[src/rtl/vx_pipeline_perf_ctrl.sv]
// ---------------------------------------------------------------------------
// vx_pipeline_perf_ctrl
//
// Owns the pipeline performance counters: scheduler idle, scheduler stall,
// ibuffer stall, scoreboard stall, and one usage counter per execute unit.
// Each counter is a wrap-around accumulator of its per-cycle event bit.
// The CSR/DCR side reaches the counters through one request/response port
// that supports single-counter read, a sequenced clear-all sweep (one
// counter per cycle) and an optional atomic snapshot.
//
// Optional feature macro: PERF_SNAPSHOT_EN
//   defined   -> snapshot bank present; op 10 captures all counters, reads
//                return the snapshot bank
//   undefined -> no snapshot bank; op 10 answers with an error, reads
//                return the live counters
//
// Ports
//   i_clk        core clock, all state changes on the rising edge
//   i_reset      synchronous active-high reset
//   i_enable     counting gate (commands are served regardless)
//   i_events     per-cycle event bits, one per counter
//   i_req_valid  command valid
//   o_req_ready  command accepted on i_req_valid & o_req_ready
//   i_req_op     00 read, 01 clear-all, 10 snapshot, 11 reserved
//   i_req_addr   counter index for read
//   o_rsp_valid  response valid
//   i_rsp_ready  response consumed on o_rsp_valid & i_rsp_ready
//   o_rsp_data   read value (0 for non-read ops and errors)
//   o_rsp_error  bad op or bad address
// ---------------------------------------------------------------------------
module vx_pipeline_perf_ctrl #(
  parameter  int NUM_UNITS = 4,
  parameter  int CTR_W     = 44,
  localparam int NUM_CTRS  = 4 + NUM_UNITS,
  localparam int AW        = $clog2(NUM_CTRS)
) (
  input  logic                i_clk,
  input  logic                i_reset,
  input  logic                i_enable,
  input  logic [NUM_CTRS-1:0] i_events,
  input  logic                i_req_valid,
  output logic                o_req_ready,
  input  logic [1:0]          i_req_op,
  input  logic [AW-1:0]       i_req_addr,
  output logic                o_rsp_valid,
  input  logic                i_rsp_ready,
  output logic [CTR_W-1:0]    o_rsp_data,
  output logic                o_rsp_error
);

  localparam logic [1:0]    OP_READ  = 2'b00;
  localparam logic [1:0]    OP_CLEAR = 2'b01;
  localparam logic [1:0]    OP_SNAP  = 2'b10;
  localparam logic [AW:0]   NUM_CTRS_W = (AW+1)'(NUM_CTRS);
  localparam logic [AW-1:0] LAST_IDX   = AW'(NUM_CTRS - 1);

`ifdef PERF_SNAPSHOT_EN
  localparam logic SNAP_ERR = 1'b0;
`else
  localparam logic SNAP_ERR = 1'b1;
`endif

  typedef enum logic [1:0] {
    IDLE,
    CLEAR,
    RSP
  } state_t;

  state_t           r_state;
  logic [AW-1:0]    r_clr_idx;
  logic             r_req_ready;
  logic             r_rsp_valid;
  logic [CTR_W-1:0] r_rsp_data;
  logic             r_rsp_error;
  logic [CTR_W-1:0] r_ctr [NUM_CTRS];

  logic             w_accept;
  logic             w_addr_bad;
  logic [CTR_W-1:0] w_read_val;

  assign w_accept   = i_req_valid & r_req_ready;
  // Widen the address by one bit so the range check also works when
  // NUM_CTRS is an exact power of two.
  assign w_addr_bad = ({1'b0, i_req_addr} >= NUM_CTRS_W);

  assign o_req_ready = r_req_ready;
  assign o_rsp_valid = r_rsp_valid;
  assign o_rsp_data  = r_rsp_data;
  assign o_rsp_error = r_rsp_error;

  // Live counters. The clear sweep zeroes exactly one counter per cycle and
  // takes priority over that counter's event; every other counter keeps
  // counting whenever enable and its event bit are high.
  always_ff @(posedge i_clk) begin
    if (i_reset) begin
      for (int i = 0; i < NUM_CTRS; i++) begin
        r_ctr[i] <= '0;
      end
    end else begin
      for (int i = 0; i < NUM_CTRS; i++) begin
        if (r_state == CLEAR && r_clr_idx == AW'(i)) begin
          r_ctr[i] <= '0;
        end else if (i_enable && i_events[i]) begin
          r_ctr[i] <= r_ctr[i] + CTR_W'(1);
        end
      end
    end
  end

`ifdef PERF_SNAPSHOT_EN
  logic [CTR_W-1:0] r_snap [NUM_CTRS];

  // Snapshot bank captures the pre-increment value of every live counter in
  // the accept cycle of a snapshot op. Clear-all leaves it alone.
  always_ff @(posedge i_clk) begin
    if (i_reset) begin
      for (int i = 0; i < NUM_CTRS; i++) begin
        r_snap[i] <= '0;
      end
    end else if (w_accept && i_req_op == OP_SNAP) begin
      for (int i = 0; i < NUM_CTRS; i++) begin
        r_snap[i] <= r_ctr[i];
      end
    end
  end
`endif

  // Source of read data: the snapshot bank when present, otherwise the live
  // counters. Out-of-range addresses read as zero.
  always_comb begin
    w_read_val = '0;
    if (!w_addr_bad) begin
`ifdef PERF_SNAPSHOT_EN
      w_read_val = r_snap[i_req_addr];
`else
      w_read_val = r_ctr[i_req_addr];
`endif
    end
  end

  // Command FSM. All handshake outputs are registered so they change only
  // on the clock edge. Reads and single-cycle ops respond one cycle after
  // accept; clear-all walks every counter before responding. The response
  // is held until consumed, and a new command is only taken back in IDLE.
  always_ff @(posedge i_clk) begin
    if (i_reset) begin
      r_state     <= IDLE;
      r_clr_idx   <= '0;
      r_req_ready <= 1'b1;
      r_rsp_valid <= 1'b0;
      r_rsp_data  <= '0;
      r_rsp_error <= 1'b0;
    end else begin
      case (r_state)
        IDLE: begin
          if (w_accept) begin
            r_req_ready <= 1'b0;
            if (i_req_op == OP_CLEAR) begin
              r_clr_idx <= '0;
              r_state   <= CLEAR;
            end else begin
              r_state     <= RSP;
              r_rsp_valid <= 1'b1;
              case (i_req_op)
                OP_READ: begin
                  r_rsp_data  <= w_read_val;
                  r_rsp_error <= w_addr_bad;
                end
                OP_SNAP: begin
                  r_rsp_data  <= '0;
                  r_rsp_error <= SNAP_ERR;
                end
                default: begin
                  r_rsp_data  <= '0;
                  r_rsp_error <= 1'b1;
                end
              endcase
            end
          end
        end
        CLEAR: begin
          if (r_clr_idx == LAST_IDX) begin
            r_state     <= RSP;
            r_rsp_valid <= 1'b1;
            r_rsp_data  <= '0;
            r_rsp_error <= 1'b0;
          end else begin
            r_clr_idx <= r_clr_idx + AW'(1);
          end
        end
        RSP: begin
          if (i_rsp_ready) begin
            r_state     <= IDLE;
            r_rsp_valid <= 1'b0;
            r_req_ready <= 1'b1;
            r_rsp_data  <= '0;
            r_rsp_error <= 1'b0;
          end
        end
        default: begin
          r_state     <= IDLE;
          r_req_ready <= 1'b1;
          r_rsp_valid <= 1'b0;
        end
      endcase
    end
  end

endmodule

[config.mk]
export PLATFORM = sky130hd
export DESIGN_NAME = vx_pipeline_perf_ctrl
export DESIGN_NICKNAME = d
export VERILOG_FILES = /design/src/rtl/vx_pipeline_perf_ctrl.sv
export SDC_FILE = /design/constraint.sdc
export NUM_CORES = 1
export LEC_CHECK = 0
export CELL_PAD_IN_SITES_DETAIL_PLACEMENT = 0
export CELL_PAD_IN_SITES_GLOBAL_PLACEMENT = 1
export CORE_ASPECT_RATIO = 0.9
export CORE_UTILIZATION = 51
export CTS_BUF_LIST = sky130_fd_sc_hd__clkbuf_4 sky130_fd_sc_hd__clkbuf_8 sky130_fd_sc_hd__clkbuf_16
export CTS_CLUSTER_DIAMETER = 100
export DETAILED_ROUTE_END_ITERATION = 6
export PLACE_DENSITY_LB_ADDON = 0.25
export SETUP_SLACK_MARGIN = 0.4
export SLEW_MARGIN = 20
export SYNTH_ARGS = -nofsm -noshare
export SYNTH_HDL_FRONTEND = slang
export SYNTH_SLANG_ARGS = --single-unit
[constraint.sdc]
create_clock -name i_clk -period 4.8 [get_ports i_clk]
set_clock_uncertainty 0.2 [all_clocks]
set_input_delay 0.96 -clock i_clk [delete_from_list [all_inputs] [get_ports i_clk]]
set_output_delay 0.96 -clock i_clk [all_outputs]
set_load 0.03 [all_outputs]
# == Yosys cells after proc, flatten, opt, wreduce, memory -nomap -nowiden ==
# Memory sizes are Yosys's and may differ from the RTL's.
# Cells that the tools add are included.
# classes
muxes,102
n_eq_ne,16
n_bitwise,18
reduce_logical,26
addsub,9
# ops
cell,count
$mux W44,21
$add A44 B1 Y44 const B,8
$pmux W44 S3,1
$mux W1,68
$logic_and A1 B1 Y1,16
$or A1 B1 Y1,16
$eq A3 B3 Y1 const B,4
$ne A2 B2 Y1 const B,5
$mux W3,3
$pmux W1 S3,3
$mux W2,4
$reduce_and A4 Y1,2
$eq A3 B2 Y1 const B,2
$pmux W2 S3,1
$pmux W3 S2,1
$reduce_and A3 Y1,2
$reduce_and A5 Y1,1
$eq A2 B1 Y1 const B,2
$logic_not A2 Y1,2
$add A3 B1 Y3 const B,1
$eq A3 B1 Y1 const B,1
$logic_not A3 Y1,1
$reduce_bool A3 Y1,1
$eq A2 B2 Y1 const B,1
other kinds (4),4
# totals
in_bits,18
mem_bits_rw,352
memories,1
elab_cells,178
ff_bits,52
out_inout_bits,47
# mem_list
name,depth,width,read_ports,rd_ports_with_merged_regs,write_ports,line,source
r_ctr,8,44,9,0,8,75,logic [CTR_W-1:0] r_ctr [NUM_CTRS];

# == Logic depth before layout (Yosys ltp) ==
# logic_depth
word_depth,7
depth_mapped,8
ltp_nobuf,7

# == Worst setup path after synthesis ==
# No wires, ideal clock.
# synth_path
path_kind,input to register
startpoint,in i_reset
endpoint,mem r_ctr[4][0] (enable)
slack_ps,962
stages,6
arrival_ps,2972
required_time_ps,3934
n_path_buf,3
setup_time_ps,666
cell_sequence,clkbuf_1 nor2b_1 buf_6 nand3_1 clkbuf_1 nand3b_1
# synth_lines
item,line,source
"start, declared",38,"input logic i_reset,"
"end, declared",75,

==> out/summary.txt <==
Status - complete, no violations
Hold-fix buffers, CTS - 0
Bufs and invs on worst path - 2
Final setup vio count - 0
Area Growth Syn to Fin - 12.7%
Number of detailed-route iterations in the first pass - 5
Mux contribution to synthesized area - 10.3%
Worst skew pair latency - 0.58 ns
Crit path largest cell delay - 0.83 ns
Synth Area in XOR/XNOR - 10.5%
Total die area - 47,000 µm²
Seq/Total Area, Yosys - 49.3%
CP startpoint kind - input pin
Ratio of final minimum period to clock period - 73.4%
Top post-synthesis cells by area - edfxtp_1 45%, mux4_2 8.3%, xor2_1 7.0%
Top cell family by delay on the critical path - simple AND/OR/NAND/NOR gates
WL per Instance - 22.4 µm
Register bit total from synthesis - 404
Setup_tns - 0 ns
Hold path cells - 1
Largest family of logic cells by synthesized area - simple AND/OR/NAND/NOR gates
Reg2Reg Launch Point - r_clr_idx[1]
Mapped Cells - 2,139
Vias in the first global route - 16,600
Hpwl dp - 44,800 µm
Worst r2r path cells - 8
Min Clock Period, post-route - 3.52 ns
Total power - 9.10 mW
Total track usage - 27.2%
Worst EP required - 5.03 ns
Maximum VDD drop - 0.258 mV
Crit path max fanout - 20
H-tree depth - 2
WL met2 - 28,600 µm
PD cells - 343 nW/µm²
Post-Synth Adder-Cell Area - 0.903%
Initial Util - 51.8%
Commonest cells in the netlist - 352 x edfxtp_1, 341 x nor2_1, 187 x xor2_1
TritonCTS clock tree - built
Deepest clock path buffer count - 3
Post-Syn Nets - 2,174
I/O Pins - 65
Die height - 206 µm
Number of buffers created by CTS - 46
N_diodes - 0
Share of the synthesized area in the top cell type - 44.9%
Fraction of layout cells with a size suffix above 1 - 11.9%
Worst Tran Pin Value - 1.14 ns
Syn Std Cell Area - 23,500 µm²
Hold path start - o_rsp_data[18]
Routed via count - 17,600
Most common cell in the netlist - edfxtp_1
Post-synth EDFFs - 352
Hold Slack - 0.260 ns
Max-slew violations - 0
RSZ-0062 raised after global routing - no
Port Buf Inserts - 64
Final Hold Fails - 0
Pleak - 8.58 nW
Slew headroom - 24.0%
Die W - 228 µm
Post-CTS Resized - 0
Post-CTS Setup Bufs - 0
Initial antenna violation count - 0
Post-Synth Simple-Gate Area - 22.2%
Cell Rows - 74
Clock sinks - 404
Yosys warnings - 0
Area fraction in compound gates after synthesis - 4.36%
Post-synth top flop - edfxtp_1
Mean Syn Cell Area - 11.0 µm²
Path type of the worst min-delay path - reg -> reg
Critical Path Sink Type - register
Residual DRC - 0
Placer Congestion - 0.876
Worst-path clk slew - 0.06 ns
Post-layout nets - 2,222
Final wirelength - 63,500 µm
WHS Endpoint - o_rsp_data[18]
CP arrival - 3.75 ns
Global-route wire length before repair - 98,800 µm
Asr flop ratio synth - 0%
Max cap viols - 0
Crit Path Category - in -> reg
Grt ovf - 0
Met3 wire len - 5220 µm
ANT nets after route - 0
Synth area leader - edfxtp_1
Achievable clock frequency - 0.284 GHz
Vias per inst - 6.20
CTS root buf - clkbuf_16
Crit path max-delay cell type - nand3_1
Core Region - 45,500 µm²
Number of library cell types mapped by synthesis - 51
Met1 wire length - 28,100 µm
Critical-path cell list - clkdlybuf4s50_1 > nor2b_1 > nand3_1 > buf_4 > a21oi_1
Top Metal Used - met4
Worst flop-to-flop path endpoint - o_rsp_data[2]
Pin count of the biggest net entering global routing - 51
DRT iter0 DRCs - 1,780
Slack of the worst reg-to-reg path - 1.70 ns
==> flip-flops by register name, indices dropped and copies added (netlist names) <==
register	flops
r_ctr	352
o_rsp_data	44
r_state	2
r_clr_idx	3
o_rsp_valid	1
o_req_ready	1
o_rsp_error	1
==> routing by layer <==
metal / vias up / global-route usage (%)
met5: - / 0
met4: 0 / 8.27
met3: 87 / 5.40
met2: 674 / 41.6
met1: 8706 / 39.0
li1: 8089 / -
==> report_power, final <==
part	leakage (nW)	internal (mW)	switching, mW	total [mW]
Clock	0.811	2.24	1.47	3.71
Sequential	4.16	4.08	0.316	4.40
Combinational	3.62	0.418	0.574	0.992
Total	8.58	6.74	2.36	9.10
==> worst max-delay path by stage <==
| stage | slack [ns] | cells past startpoint | endpoint | start |
|---|---|---|---|---|
| after CTS | 1.34 | 5 | r_ctr[6][7] | i_enable |
| final | 1.28 | 5 | r_ctr[6][7] | i_enable |
| after global routing | 1.10 | 5 | r_ctr[6][6] | i_enable |
| after detailed placement | 0.73 | 5 | r_ctr[6][7] | i_enable |
| after global placement | 0.84 | 5 | r_ctr[6][5] | i_enable |
| after floorplan | 0.96 | 6 | r_ctr[4][0] | i_reset |
==> final cells by class <==
type	instances	area, µm²
sequential	404	11600
timing repair buffer	96	916
clock buffer	68	1440
fill	3799	18900
clock inverter	17	165
inverter	47	176
tap	608	761
multi-input combinational	1592	11500
==> per-stage QoR <==
stage	utilization [%]	instance area [µm²]	instances	setup WS (ns)
floorplan	-	23500	2139	0.962
global placement	54.7	24900	2746	0.838
detailed placement	54.7	24900	2746	0.727
CTS	58.3	26500	2831	1.34
global route	58.4	26500	2832	1.10
finish	58.4	26500	2832	1.28
==> logic make-up (layout without fill, tap and decap cells) <==
logic type | after synthesis | after routing
adder cells (fa/ha/maj) | 17 | 17
buffers and inverters | 143 | 228
AO/OA/AOI/OAI | 163 | 163
XOR/XNOR | 282 | 282
multiplexers | 133 | 133
AND/OR/NAND/NOR | 997 | 997
flip-flops | 404 | 404
==> cell usage in the layout, fill, tap and decap left out, types with 44 or more instances in the layout <==
master	count
dfxtp_1	52
nor2_1	341
nand2_1	119
clkbuf_16	51
xor2_1	187
nand4_1	131
mux4_2	87
nand3_1	135
edfxtp_1	352
xnor2_1	95
clkdlybuf4s50_1	61
a21oi_1	57
inv_1	47
o21ai_0	45
mux2i_1	45
o2bb2ai_1	44
or3_1	45
Note: power is estimated with default switching activity, not from simulation.
